`src/rtl/seq_det_param.sv`:
```
`default_nettype none
// ============================================================================
// Module   : seq_det_param
// Brief    : Run-time programmable Mealy bit-serial sequence detector with
//            overlap control, valid qualifier and saturating match counter.
// Revision : 1.0 - initial release
// ============================================================================
module seq_det_param #(
  parameter int                 MAX_LEN = 8,
  parameter int                 CNT_W   = 8,
  parameter logic [MAX_LEN-1:0] RST_PAT = 8'b0000_1011,
  parameter int                 RST_LEN = 4
) (
  input  logic                         clk_i,
  input  logic                         rst_ni,
  input  logic                         d_i,
  input  logic                         valid_i,
  input  logic                         cfg_we_i,
  input  logic [MAX_LEN-1:0]           pat_i,
  input  logic [$clog2(MAX_LEN+1)-1:0] len_i,
  input  logic                         mode_i,
  input  logic                         cnt_clr_i,
  output logic                         sd_o,
  output logic [CNT_W-1:0]             match_cnt_o,
  output logic                         busy_o
);

  localparam int                 c_len_w    = $clog2(MAX_LEN + 1);
  localparam logic [c_len_w-1:0] c_fill_max = c_len_w'(MAX_LEN - 1);
  localparam logic [c_len_w-1:0] c_max_len  = c_len_w'(MAX_LEN);
  localparam logic [c_len_w-1:0] c_one      = c_len_w'(1);

  logic [MAX_LEN-1:0] r_pat;
  logic [c_len_w-1:0] r_len;
  logic               r_mode;
  logic [MAX_LEN-2:0] r_hist;
  logic [c_len_w-1:0] r_fill;
  logic [CNT_W-1:0]   r_cnt;

  logic [MAX_LEN-2:0] w_hist_nxt;
  logic [MAX_LEN-1:0] w_win;
  logic [MAX_LEN-1:0] w_mask;
  logic               w_accept;
  logic               w_len_ok;
  logic               w_fill_ok;
  logic               w_pat_eq;
  logic               w_hit;

  if (MAX_LEN > 2) begin : g_hist_wide
    assign w_hist_nxt = {r_hist[MAX_LEN-3:0], d_i};
  end else begin : g_hist_narrow
    assign w_hist_nxt = d_i;
  end

  // Window is the newest MAX_LEN bits ending with the current d_i; only the
  // low len bits take part in the compare.
  always_comb begin
    w_mask = '0;
    for (int i = 0; i < MAX_LEN; i++) begin
      w_mask[i] = (i < int'(r_len));
    end
  end

  assign w_win     = {r_hist, d_i};
  assign w_pat_eq  = (((w_win ^ r_pat) & w_mask) == '0);
  assign w_accept  = valid_i & ~cfg_we_i;
  assign w_len_ok  = (r_len != '0) && (r_len <= c_max_len);
  assign w_fill_ok = (r_fill >= (r_len - c_one));
  assign w_hit     = w_accept & w_len_ok & w_fill_ok & w_pat_eq;

  assign sd_o        = w_hit & rst_ni;
  assign match_cnt_o = r_cnt;
  assign busy_o      = (r_fill != '0);

  always_ff @(posedge clk_i or negedge rst_ni) begin
    if (!rst_ni) begin
      r_pat  <= RST_PAT;
      r_len  <= c_len_w'(RST_LEN);
      r_mode <= 1'b0;
      r_hist <= '0;
      r_fill <= '0;
    end else if (cfg_we_i) begin
      r_pat  <= pat_i;
      r_len  <= len_i;
      r_mode <= mode_i;
      r_hist <= '0;
      r_fill <= '0;
    end else if (valid_i) begin
      r_hist <= w_hist_nxt;
      // Non-overlapping mode forgets the bits that formed the match.
      if (w_hit && !r_mode) begin
        r_fill <= '0;
      end else if (r_fill != c_fill_max) begin
        r_fill <= r_fill + c_one;
      end
    end
  end

  always_ff @(posedge clk_i or negedge rst_ni) begin
    if (!rst_ni) begin
      r_cnt <= '0;
    end else if (cnt_clr_i) begin
      r_cnt <= '0;
    end else if (w_hit && !(&r_cnt)) begin
      r_cnt <= r_cnt + CNT_W'(1);
    end
  end

endmodule
`default_nettype wire

```
`config.mk`:
```
export PLATFORM = sky130hd
export DESIGN_NAME = seq_det_param
export DESIGN_NICKNAME = d
export VERILOG_FILES = /design/src/rtl/seq_det_param.sv
export SDC_FILE = /design/constraint.sdc
export NUM_CORES = 1
export LEC_CHECK = 0
export ABC_AREA = 1
export CAP_MARGIN = 30
export CORE_ASPECT_RATIO = 1.5
export CORE_UTILIZATION = 40
export DETAILED_ROUTE_END_ITERATION = 10
export PLACE_DENSITY = 0.58
export REMOVE_ABC_BUFFERS = 1
export SLEW_MARGIN = 20
export SYNTH_ARGS = -nofsm -noshare
export SYNTH_HDL_FRONTEND = slang
export SYNTH_SLANG_ARGS = --single-unit
```
`constraint.sdc`:
```
create_clock -name clk_i -period 5.6 [get_ports clk_i]
set_input_delay 1.4 -clock clk_i [delete_from_list [all_inputs] [get_ports clk_i]]
set_output_delay 1.4 -clock clk_i [all_outputs]
set_load 0.02 [all_outputs]
```
* After elaboration in Yosys (flattened, before gate mapping)
Cells that the tools add are included.
Operators by class: add/sub/neg operators 3, order comparisons 10, eq/ne operators 1, mux-type cells 8, bitwise operators 8, reductions and logical operators 13
Operator list (count):
- $lt A3 B4 Y1 const A | 4
- $mux W4 | 4
- $mux W8 | 2
- $mux W7 | 2
- $add A8 B1 Y8 const B | 1
- $and A8 B8 Y8 | 1
- $logic_not A8 Y1 | 1
- $lt A1 B4 Y1 const A | 2
- $lt A2 B4 Y1 const A | 2
- $reduce_and A8 Y1 | 1
- $reduce_bool A4 Y1 | 2
- $xor A8 B8 Y8 | 1
- $and A1 B1 Y1 | 5
- $add A4 B1 Y4 const B | 1
- $ge A4 B4 Y1 | 1
- $le A4 B4 Y1 const B | 1
- $ne A4 B3 Y1 const B | 1
- $reduce_bool A2 Y1 | 2
- $sub A4 B1 Y4 const B | 1
- $logic_and A1 B1 Y1 | 3
- $reduce_bool A3 Y1 | 1
- $logic_not A1 Y1 | 2
- $reduce_and A2 Y1 | 1
- $not A1 Y1 | 1
Storage, ports and cells: bits in registers 32, input bits 19, output and inout port bits 10, logic and storage cells 49

* Logic depth before layout (Yosys ltp)
word-level depth 9, depth in mapped cells 18, mapped depth without buffers 17

* Least setup slack after synthesis
OpenSTA, ideal clock, no wires.
path kind input to output, start in cfg_we_i, end out sd_o, arrival 2.361 ns, required time 4.200 ns, setup slack 1.839 ns, stages on the path 8, buffers on the path 1, path through clkbuf_1 nor2_1 nand2_1 nor2_1 nand2_1 inv_1 nand3_1 nor2_1
Between the ends: longest elaborated chain between the ends 6
RTL lines:
- from (decl) | line 18 | input logic cfg_we_i,
- $not A1 Y1 | line 66 | assign w_accept = valid_i & ~cfg_we_i;
- $and A1 B1 Y1 | line 66
- $and A1 B1 Y1 (3 in series) | line 69 | assign w_hit = w_accept & w_len_ok & w_fill_ok & w_pat_eq;
- $and A1 B1 Y1 | line 71 | assign sd_o = w_hit & rst_ni;
- to (decl) | line 23 | output logic sd_o,
Every way passes these cells.

* Final worst setup path
start in valid_i, end out sd_o
Between the ends: longest elaborated chain between the ends 5
RTL lines:
- from (decl) | line 17 | input logic valid_i,
- $and A1 B1 Y1 | line 66
- $and A1 B1 Y1 (3 in series) | line 69
- $and A1 B1 Y1 | line 71
Every way passes these cells.

==> impl_results.md <==
- Status: finished, final reports clean
- Total grt overflow: 0
- Vias in the first global route: 1633
- First-pass GRT wire length: 7270 µm
- Core region area: 4580 µm²
- Worst Hold Slack: 0.490 ns
- DP HPWL: 3020 µm
- Library cells used by synthesis: 25
- Worst r2r src: r_len[2]
- Final setup vio count: 0
- Leakage power: 0.00112 µW
- Vias: 1606
- Crit end category: output port
- Clock Root Buffer: clkbuf_8
- Yosys warns: 0
- Worst Clk Skew: 0.00596 ns
- Initial Utilization: 0.420
- Synth Register Bits: 32
- Avg Inst Size Synth: 7.86 µm²
- Max Fclk: 217 MHz
- Cell Rows: 30
- PwrDens: 241 nW/µm²
- Multi-input gate area: 932 µm²
- Final WS setup: 0.981 ns
- Actual slew at the worst max-slew pin: 0.451 ns
- Crit path largest cell delay: 0.62 ns
- Met2 usage: 0.350
- R2R Path End: r_fill[3]
- Max Cap Viol: 0
- CTS H-tree depth: 2
- Cell mode on critical path: nor2_1
- Hold/Removal Path Class: reg -> reg
- Beginning of the worst hold path: r_mode
- Total global-route track usage: 0.189
- Unrepaired setup endpoints after global routing: false
- Reg area: 806 µm²
- 1st-pass router iterations: 4
- Synthesized cell area: 1930 µm²
- Reg2Reg Depth: 15
- ANT nets after route: 0
- Slowest CP cell: clkdlybuf4s50_1
- DP Worst Slack: 0.986 ns
- CTS sink cnt: 32
- # fillers: 474
- Worst Hold End: r_mode
- Top fanout value on the critical path: 2
- DR WL/cell: 12.0 µm
- Largest net degree at the start of global routing: 33
- Die Wd: 58.7 µm
- Final net count: 304
- Clk_lat worst skew: 0.28 ns
- Nature of the critical path startpoint: input pin
- Die Y: 87.0 µm
- Min cycle time layout: 4.62 ns
- N_diodes: 0
- Initial antenna violation count: 0
- Io pins: 29
- CP required: 4.20 ns
- Synth top area cells: dfrtp_1, nand2_1, inv_1
- CTS tree: built
- Post-CTS Hold Buffers: 0
- Worst setup path category: in -> out
- Clk slew on worst S/H paths: 0.06 ns
- Placed instance area: 2260 µm²
- Iteration-0 DRC Markers: 40
- Post-CTS setup buffers: 0
- Post-Syn Instances: 245
- Setup slack, reg-to-reg: 3.29 ns
- Fin crit share: 0.825
- Total Routed Length: 4090 µm
- Layout cells sized above 1: 0.0978
- Hold Path Stages: 2
- Setup tns final: 0 ns
- Register area share after synthesis: 0.418
- Clk buf depth: 2
- Area fraction of the dominant cell type after synthesis: 0.364
- CTS Buf Count: 5
- Crit path DAT: 3.22 ns
- Final Hold Viols: 0
- DRC: 0
- Final Max Tran Viols: 0
- Worst rel slew slack: 0.698
- Final instance area: 2340 µm²
- Via density: 4.72
- Maximum vdd ir drop: 0.169 mV
- Met1 usage: 0.204
- Layer with the highest usage: met2
- Met3 Use GR: 0.0475
- Cell taking the most area after synthesis: dfrtp_1
- Die Area: 5100 µm²
- Critical path cell sequence: clkdlybuf4s50_1 > inv_1 > nor2_1 > nand2_1 > nor2_1 > nand2_1 > inv_1 > nand3_1 > nor2_1 > clkdlybuf4s50_1
- Routability congestion estimate: 0.764
- I/O Buffers: 28
- Synthesis-to-finish area growth: 21.4%
- Post-CTS sizing: 0
## worst max-delay path: cells and delay by family
kind	cells	cell delay, ns
and+or+nand+nor	6	0.61
buffers and inverters	4	1.21
## metal layers
layer / vias to the layer above / wire length, µm
li1: 834 / -
met1: 741 / 1740
met2: 24 / 2120
met3: 7 / 148
met4: 0 / 72
met5: - / 0
## worst max-delay path by stage
stage | from | end | slack, ns | cells after the start
floorplan | valid_i | sd_o | 1.98 | 8
global placement | valid_i | sd_o | 0.97 | 10
detailed placement | valid_i | sd_o | 0.99 | 10
CTS | valid_i | sd_o | 0.96 | 10
global route | valid_i | sd_o | 0.70 | 10
finish | valid_i | sd_o | 0.98 | 10
## where the power goes
group	switching [µW]	internal [µW]
sequential	16.9	249
combinational	73.0	54.9
clock	82.2	87.1
total	172	391
## cell usage after synthesis (all sizes together)
library cell,n
nor3,1
nand4,7
dfrtp,28
buf,3
xnor2,4
xor2,5
clkbuf,4
inv,38
ha,10
a21oi,4
nand2,81
nor2,13
o31ai,5
o22ai,7
nand3,18
dfstp,4
o21ai,13
## through the flow
step / power [µW] / utilization / instances
6_report: 563 / 0.510 / 340
3_3_place_gp: 398 / 0.493 / 332
3_5_place_dp: 400 / 0.493 / 332
2_1_floorplan: 349 / - / 238
5_1_grt: 605 / 0.510 / 340
4_1_cts: 572 / 0.510 / 340
## flip-flops by register name, summed over array words and instances (netlist names)
register and count:
r_mode 1, match_cnt_o 8, r_pat 8, r_hist 7
r_fill 4, r_len 4
## cells by family (layout without fill, tap and decap cells)
| kind of cell | after synthesis | count (layout) | synth area share |
|---|---|---|---|
| AOI/OAI and AO/OA | 29 | 29 | 0.0994 |
| xor gates and xnor gates | 9 | 9 | 0.0409 |
| adders and majority gates | 10 | 10 | 0.0650 |
| buffers and inverters | 45 | 76 | 0.0975 |
| DFF | 32 | 32 | 0.418 |
| and+or+nand+nor | 120 | 120 | 0.279 |
## placed cells by master, fill, tap and decap left out, types with 2 or more instances in the layout
master / count
nand2_1: 77
inv_1: 37
clkdlybuf4s50_1: 28
dfrtp_1: 28
nand3_1: 17
o21ai_0: 12
ha_1: 10
nor2_1: 9
nand4_1: 7
o22ai_1: 7
xor2_1: 5
o31ai_2: 5
clkbuf_8: 5
xnor2_1: 4
a21oi_1: 4
dfstp_2: 4
nor2_4: 3
nand2_2: 3
clkbuf_1: 2
buf_4: 2
## layout make-up
class                      instances  area share
tap                               64      0.0343
timing repair buffer              30       0.126
sequential                        32       0.345
inverter                          38      0.0610
multi-input combinational        168       0.399
clock inverter                     1     0.00214
clock buffer                       7      0.0327
Power figures use the tool's default switching activity.
